$ cat config.mk
export PLATFORM = sky130hd
export DESIGN_NAME = io_dir_seq
export DESIGN_NICKNAME = d
export VERILOG_FILES = /design/src/rtl/io_dir_seq.sv
export SDC_FILE = /design/constraint.sdc
export NUM_CORES = 1
export LEC_CHECK = 0
export CAP_MARGIN = 25
export CORE_ASPECT_RATIO = 1.4
export CORE_MARGIN = 4
export CORE_UTILIZATION = 29
export CTS_CLUSTER_SIZE = 28
export DETAILED_ROUTE_END_ITERATION = 10
export MAX_ROUTING_LAYER = met4
export PLACE_DENSITY = 0.88
export SYNTH_ARGS = -nofsm -noshare
export SYNTH_HDL_FRONTEND = slang
export SYNTH_SLANG_ARGS = --single-unit
$ cat constraint.sdc
create_clock -name clk -period 1.55 [get_ports clk]
set_input_delay 0.31 -clock clk [delete_from_list [all_inputs] [get_ports clk]]
set_output_delay 0.31 -clock clk [all_outputs]
set_load 0.01 [all_outputs]
$ cat src/rtl/io_dir_seq.sv
// Pad direction sequencer: applies configured io1bit drive enables, releasing
// pads immediately and holding newly driven pads off for a turnaround period.
module io_dir_seq #(
   parameter int unsigned NUM_PADS = 4,
   parameter int unsigned TURN_W   = 4
) (
   input  logic                clk,
   input  logic                reset,
   input  logic                config_en,
   input  logic [31:0]         config_addr,
   input  logic [31:0]         config_data,
   input  logic [15:0]         tile_id,
   output logic [NUM_PADS-1:0] mode,
   output logic                busy,
   output logic                cfg_drop
);

   typedef enum logic {IDLE, TURN} state_t;

   state_t              state, state_nx;
   logic [TURN_W-1:0]   cnt, cnt_nx;
   logic [NUM_PADS-1:0] target, target_nx, mode_nx;
   logic [NUM_PADS-1:0] wr_target, rise;
   logic [TURN_W-1:0]   wr_turn;
   logic                match, drop_nx;
   logic                unused_bits;

   assign match     = config_en && (config_addr[15:0] == tile_id) && (config_addr[23:16] == 8'd0);
   assign wr_target = config_data[NUM_PADS-1:0];
   assign wr_turn   = config_data[8+TURN_W-1:8];
   assign rise      = wr_target & ~mode;
   assign busy      = (state == TURN);
   assign unused_bits = ^{config_addr[31:24], config_data};

   always_comb begin
      state_nx  = state;
      cnt_nx    = cnt;
      target_nx = target;
      mode_nx   = mode;
      drop_nx   = 1'b0;
      case (state)
         IDLE: begin
            if (match) begin
               target_nx = wr_target;
               if (rise == '0 || wr_turn == '0) begin
                  mode_nx = wr_target;
               end else begin
                  // falling pads release now; rising pads wait for the count
                  state_nx = TURN;
                  cnt_nx   = wr_turn;
                  mode_nx  = mode & wr_target;
               end
            end
         end
         TURN: begin
            drop_nx = match;
            if (cnt == TURN_W'(1)) begin
               state_nx = IDLE;
               cnt_nx   = '0;
               mode_nx  = target;
            end else begin
               cnt_nx = cnt - TURN_W'(1);
            end
         end
         default: state_nx = IDLE;
      endcase
   end

   always_ff @(posedge clk or posedge reset) begin
      if (reset) begin
         state    <= IDLE;
         cnt      <= '0;
         target   <= '0;
         mode     <= '0;
         cfg_drop <= 1'b0;
      end else begin
         state    <= state_nx;
         cnt      <= cnt_nx;
         target   <= target_nx;
         mode     <= mode_nx;
         cfg_drop <= drop_nx;
      end
   end

endmodule

; ---- Word-level counts from Yosys, hierarchy flattened
; Index checks and enable logic that the tools add are counted.
[op_classes]
eq_ne = 5
n_bitwise = 4
n_addsub = 1
n_reduce_logical = 9
n_mux = 13
[ops]
columns = cell, count
row1 = 2-to-1 mux 4 bit, 6
row2 = == test 16 bit, 1
row3 = case mux 4 bit (2 select lines), 2
row4 = AND 4 bit, 2
row5 = zero test 4 bit, 2
row6 = zero test 8 bit, 1
row7 = AND reduction 2 bit, 3
row8 = "== test 4 x 1 -> 1 bit, second input constant", 1
row9 = 2-to-1 mux 1 bit, 4
row10 = "inequality test 2 bit, second input constant", 2
row11 = inverter 4 bit, 1
row12 = "subtractor 4 x 1 -> 4 bit, second input constant", 1
row13 = logical AND 1 bit, 2
row14 = "inequality test 2 x 1 -> 1 bit, second input constant", 1
row15 = case mux 1 bit (2 select lines), 1
row16 = logical OR 1 bit, 1
row17 = inverter 1 bit, 1
[totals]
input_bits = 83
register_bits = 14
out_inout_bits = 6
wordCells = 37

; ---- Longest topological paths before layout
[depth]
depth_word = 7
mapped_depth = 7
mapped_depth_nobuf = 7

; ---- Least setup slack after synthesis
; No wires, ideal clock.
[synth_timing]
kind = input to register
from = input config_addr[17]
to = register target[1]
cell_stages = 5
t_required_ps = 1425
slack_ps = -304
arrival_time_ps = 1729
setup_time_ps = 125
path_buffers = 0
cell_sequence = nor4b_4 nand4_1 or3_4 nor3_4 mux2_2
[synth_between]
elab_chain_cells = 3
[synth_rtl]
columns = item, line
row1 = "start, declared", 10  ; input logic [31:0] config_addr,
row2 = zero test 8 bit, 28  ; assign match = config_en && (config_addr[15:0] == tile_id) && (config_addr[23:16] == 8'd0);
row3 = logical AND 1 bit, 28
row4 = AND reduction 2 bit (no line), -
row5 = "end signal, assigned", 79  ; target <= target_nx;
row6 = "end, declared", 22  ; logic [NUM_PADS-1:0] target, target_nx, mode_nx;
; Every way passes these cells.
; A chain may end at the register's enable or synchronous reset.

; ---- Worst setup path in the final report
[layout_timing]
from = input config_addr[19]
to = register target[3]
; The elaborated chain is that of the path after synthesis.

==> results.sh <==
export IMPL_leakage_uw=0.00106
export IMPL_cts_tree="built"
export IMPL_final_layout_size_suffix_gt1_share_pct=56.7
export IMPL_numCtsBuffers=3
export IMPL_first_iter_violations=108
export IMPL_cp_required_ps=1680
export IMPL_antennaDiodeCount=0
export IMPL_die_height_um=80.2
export IMPL_vias=1434
export IMPL_ys_seq_area_share_pct=32.4
export IMPL_cts_hold_buffers_added=0
export IMPL_synthDistinctLibCells=38
export IMPL_layout_nets=311
export IMPL_crit_chain="buf_6 -> nor4b_4 -> nand4_1 -> or3_4 -> nor3_4 -> mux2_4"
export IMPL_critPathTopFamily="simple AND/OR/NAND/NOR gates"
export IMPL_critPathMaxStageDelay_ps=420
export IMPL_slowest_stage="or3_4"
export IMPL_grtUsageTotal_pct=18.2
export IMPL_row_count=26
export IMPL_wl_per_cell_um=17.0
export IMPL_vdd_drop_max_mv=0.466
export IMPL_core_area_sq_mm=0.00361
export IMPL_synthesis_area_sq_mm=0.00108
export IMPL_port_buffers=56
export IMPL_route_detailed_drc=0
export IMPL_syn_nets=199
export IMPL_whs_ps=357
export IMPL_setup_viol=12
export IMPL_io_pins=89
export IMPL_syn_avg_cell_area_sq_um=9.47
export IMPL_layout_min_cycle_time_ps=1850
export IMPL_grt_pass1_vias=1545
export IMPL_crit_type="primary input to register"
export IMPL_synth_top_area_cell="dfrtp_1"
export IMPL_cts_root_buffer="clkbuf_8"
export IMPL_hold_violations=0
export IMPL_timing_critical_path_buf_inv=1
export IMPL_fin_crit_sh_pct=120
export IMPL_ant_nets=0
export IMPL_critPathLaunchType="primary input"
export IMPL_powerDensity_mw_per_mm2=429
export IMPL_yosysTopAreaCellShare_pct=32.4
export IMPL_synth_compound_area_share_pct=13.7
export IMPL_min_path_type="primary input to register"
export IMPL_worst_slew_pin_slew_ps=310
export IMPL_design_die_area_sq_mm=0.00478
export IMPL_path_clk_slew_ps=60
export IMPL_status="finished with violations"
export IMPL_place_ws_ps=-838
export IMPL_cts_buffer_depth=2
export IMPL_vias_per_cell=5.39
export IMPL_max_freq_mhz=540
export IMPL_clk_latency_ps=250
export IMPL_drv_slew=0
export IMPL_synthCells=114
export IMPL_synth_area_mux_share_pct=3.01
export IMPL_cp_arrival_ps=1980
export IMPL_grt_overflow_total=0
export IMPL_endpoint_kind="register"
export IMPL_dpl_cell_area_sq_mm=0.00194
export IMPL_synthTopCellsByArea="dfrtp_1, xnor2_1, nand4_1"
export IMPL_grt_max_degree=15
export IMPL_synth_fa_ha_area_share_pct=2.32
export IMPL_dr_pass1_iters=4
export IMPL_synthXorXnorAreaFrac_pct=13.0
export IMPL_yosys_warnings=0
export IMPL_num_fill_cells=257
export IMPL_area_delta_synth_final_pct=113
export IMPL_final_area_sq_mm=0.00230
export IMPL_totalWireLength_um=4520
export IMPL_grt_pass1_wl_um=6460
export IMPL_cts_sinks=14
export IMPL_worst_slack_ps=-302
export IMPL_die_w_um=59.6
export IMPL_routabilityCongestion=0.824
export IMPL_maxSlewHeadroom_pct=79.2
export IMPL_post_dp_hpwl_um=2930
export IMPL_violations="negative setup slack"
export IMPL_drv_cap=0
export IMPL_critPathMaxFanout=4
export IMPL_synth_top_family_by_area="simple AND/OR/NAND/NOR gates"
export IMPL_rsz0062_at_grt="true"
export IMPL_antenna_found_initial=0
export IMPL_fin_skew_ps=4.34
export IMPL_initial_utilization_pct=29.9
export IMPL_ys_ff_latch=14
export IMPL_synthSimpleGateAreaFrac_pct=31.2
export IMPL_htree_levels=1
[routing by layer]
metal  GRT usage, %  wire length (um)  vias up
li1               -                 -      653
met1           15.1              1410      674
met2           35.0              2550       79
met3           2.41               278       28
met4           12.6               282        0
met5              -                 0        -
[worst min-delay path: cells and delay by family]
kind                   cells  cell delay (ps)
AOI/OAI and AO/OA          1               90
buffers and inverters      1               90
and+or+nand+nor            1               70
[synthesized netlist by cell type]
cell	number
a21oi_1	1
a221oi_1	1
a221oi_2	2
a31oi_1	1
and2_1	2
and3_1	1
and4_1	2
buf_2	2
clkbuf_1	1
dfrtp_1	14
ha_1	2
inv_1	8
inv_2	1
mux2_2	2
mux2i_1	1
nand2_1	5
nand2b_1	4
nand3_1	4
nand3b_1	1
nand4_1	9
nor2_1	5
nor3_1	4
nor3_4	1
nor4_1	3
nor4_2	1
nor4b_4	1
o2111ai_1	1
o211ai_1	2
o21ai_0	2
o221a_2	2
o311a_1	1
o31a_1	1
o41a_1	2
or2_2	3
or3_1	1
or3_4	2
or4_1	2
xnor2_1	16
[worst paths after layout]
path / startpoint / slack (ps) / end / depth (start not counted)
min in group asynchronous: reset / 380 / target[1]$_DFFE_PP0P_ / 3
worst max register to register: cnt[1]$_DFFE_PP0P_ / -60 / mode[0]$_DFFE_PP0P_ / 8
worst max-delay path: config_addr[19] / -300 / target[3]$_DFFE_PP0P_ / 6
max in group asynchronous: reset / 1000 / cnt[1]$_DFFE_PP0P_ / 3
worst min-delay path: config_data[10] / 360 / cnt[2]$_DFFE_PP0P_ / 3
worst min register to register: target[1]$_DFFE_PP0P_ / 530 / target[1]$_DFFE_PP0P_ / 1
[layout by cell type (no fill, tap or decap), drive strengths merged, types with 2 or more instances in the layout]
cell	n
nor4	4
nand4	9
o211ai	2
xnor2	16
o221a	2
clkdlybuf4s50	5
or3	3
nor3	5
dfrtp	14
clkdlybuf4s15	12
and2	2
dlygate4sd2	11
nand3	4
nand2b	4
nand2	5
and4	2
o41a	2
or4	2
ha	2
mux2	2
buf	64
o21ai	2
or2	3
inv	9
dlymetal6s2s	3
clkbuf	18
nor2	5
a221oi	3
[cell type report]
type | count | area [sq um] | share of cell area (%)
clock buffer | 3 | 41.3 | 1.80
sequential | 14 | 350 | 15.2
tap | 42 | 52.6 | 2.29
multi-input combinational | 88 | 917 | 39.9
timing repair buffer | 110 | 905 | 39.3
inverter | 9 | 33.8 | 1.47
[kinds of logic (layout without fill, tap and decap cells)]
kind of cell             count (synthesis)  in the layout
buffers and inverters                   12            122
adder cells (fa/ha/maj)                  2              2
AND/OR/NAND/NOR                         51             51
multiplexers                             3              3
flip-flops                              14             14
AO/OA/AOI/OAI                           16             16
XOR/XNOR                                16             16
[power by group]
| group | leakage [uW] | switching [uW] | internal (uW) |
|---|---|---|---|
| combinational | 0.000863 | 122 | 195 |
| clock | 0.0000216 | 132 | 172 |
| sequential | 0.000175 | 0.00626 | 366 |
[what timing repair did]
item,in CTS,in global routing
gates resized for setup,123,54
pin swaps,42,27
setup buffers,14,12
endpoints found under the setup margin,16,16
[state kept, by name, summed over array words and instances, names as in the netlist]
register and count:
cnt 4, cfg_drop 1, target 4, mode 4, busy 1
[through the flow]
stage | utilization (%) | instances | power (uW) | setup TNS [ps]
global placement | 53.7 | 241 | 642 | -9150
detailed placement | 53.7 | 241 | 650 | -9870
finish | 63.7 | 266 | 987 | -2270
floorplan | - | 114 | 453 | -1280
CTS | 60.6 | 258 | 959 | -1180
global route | 63.7 | 266 | 1030 | -2810
(Power assumes the default switching activity.)
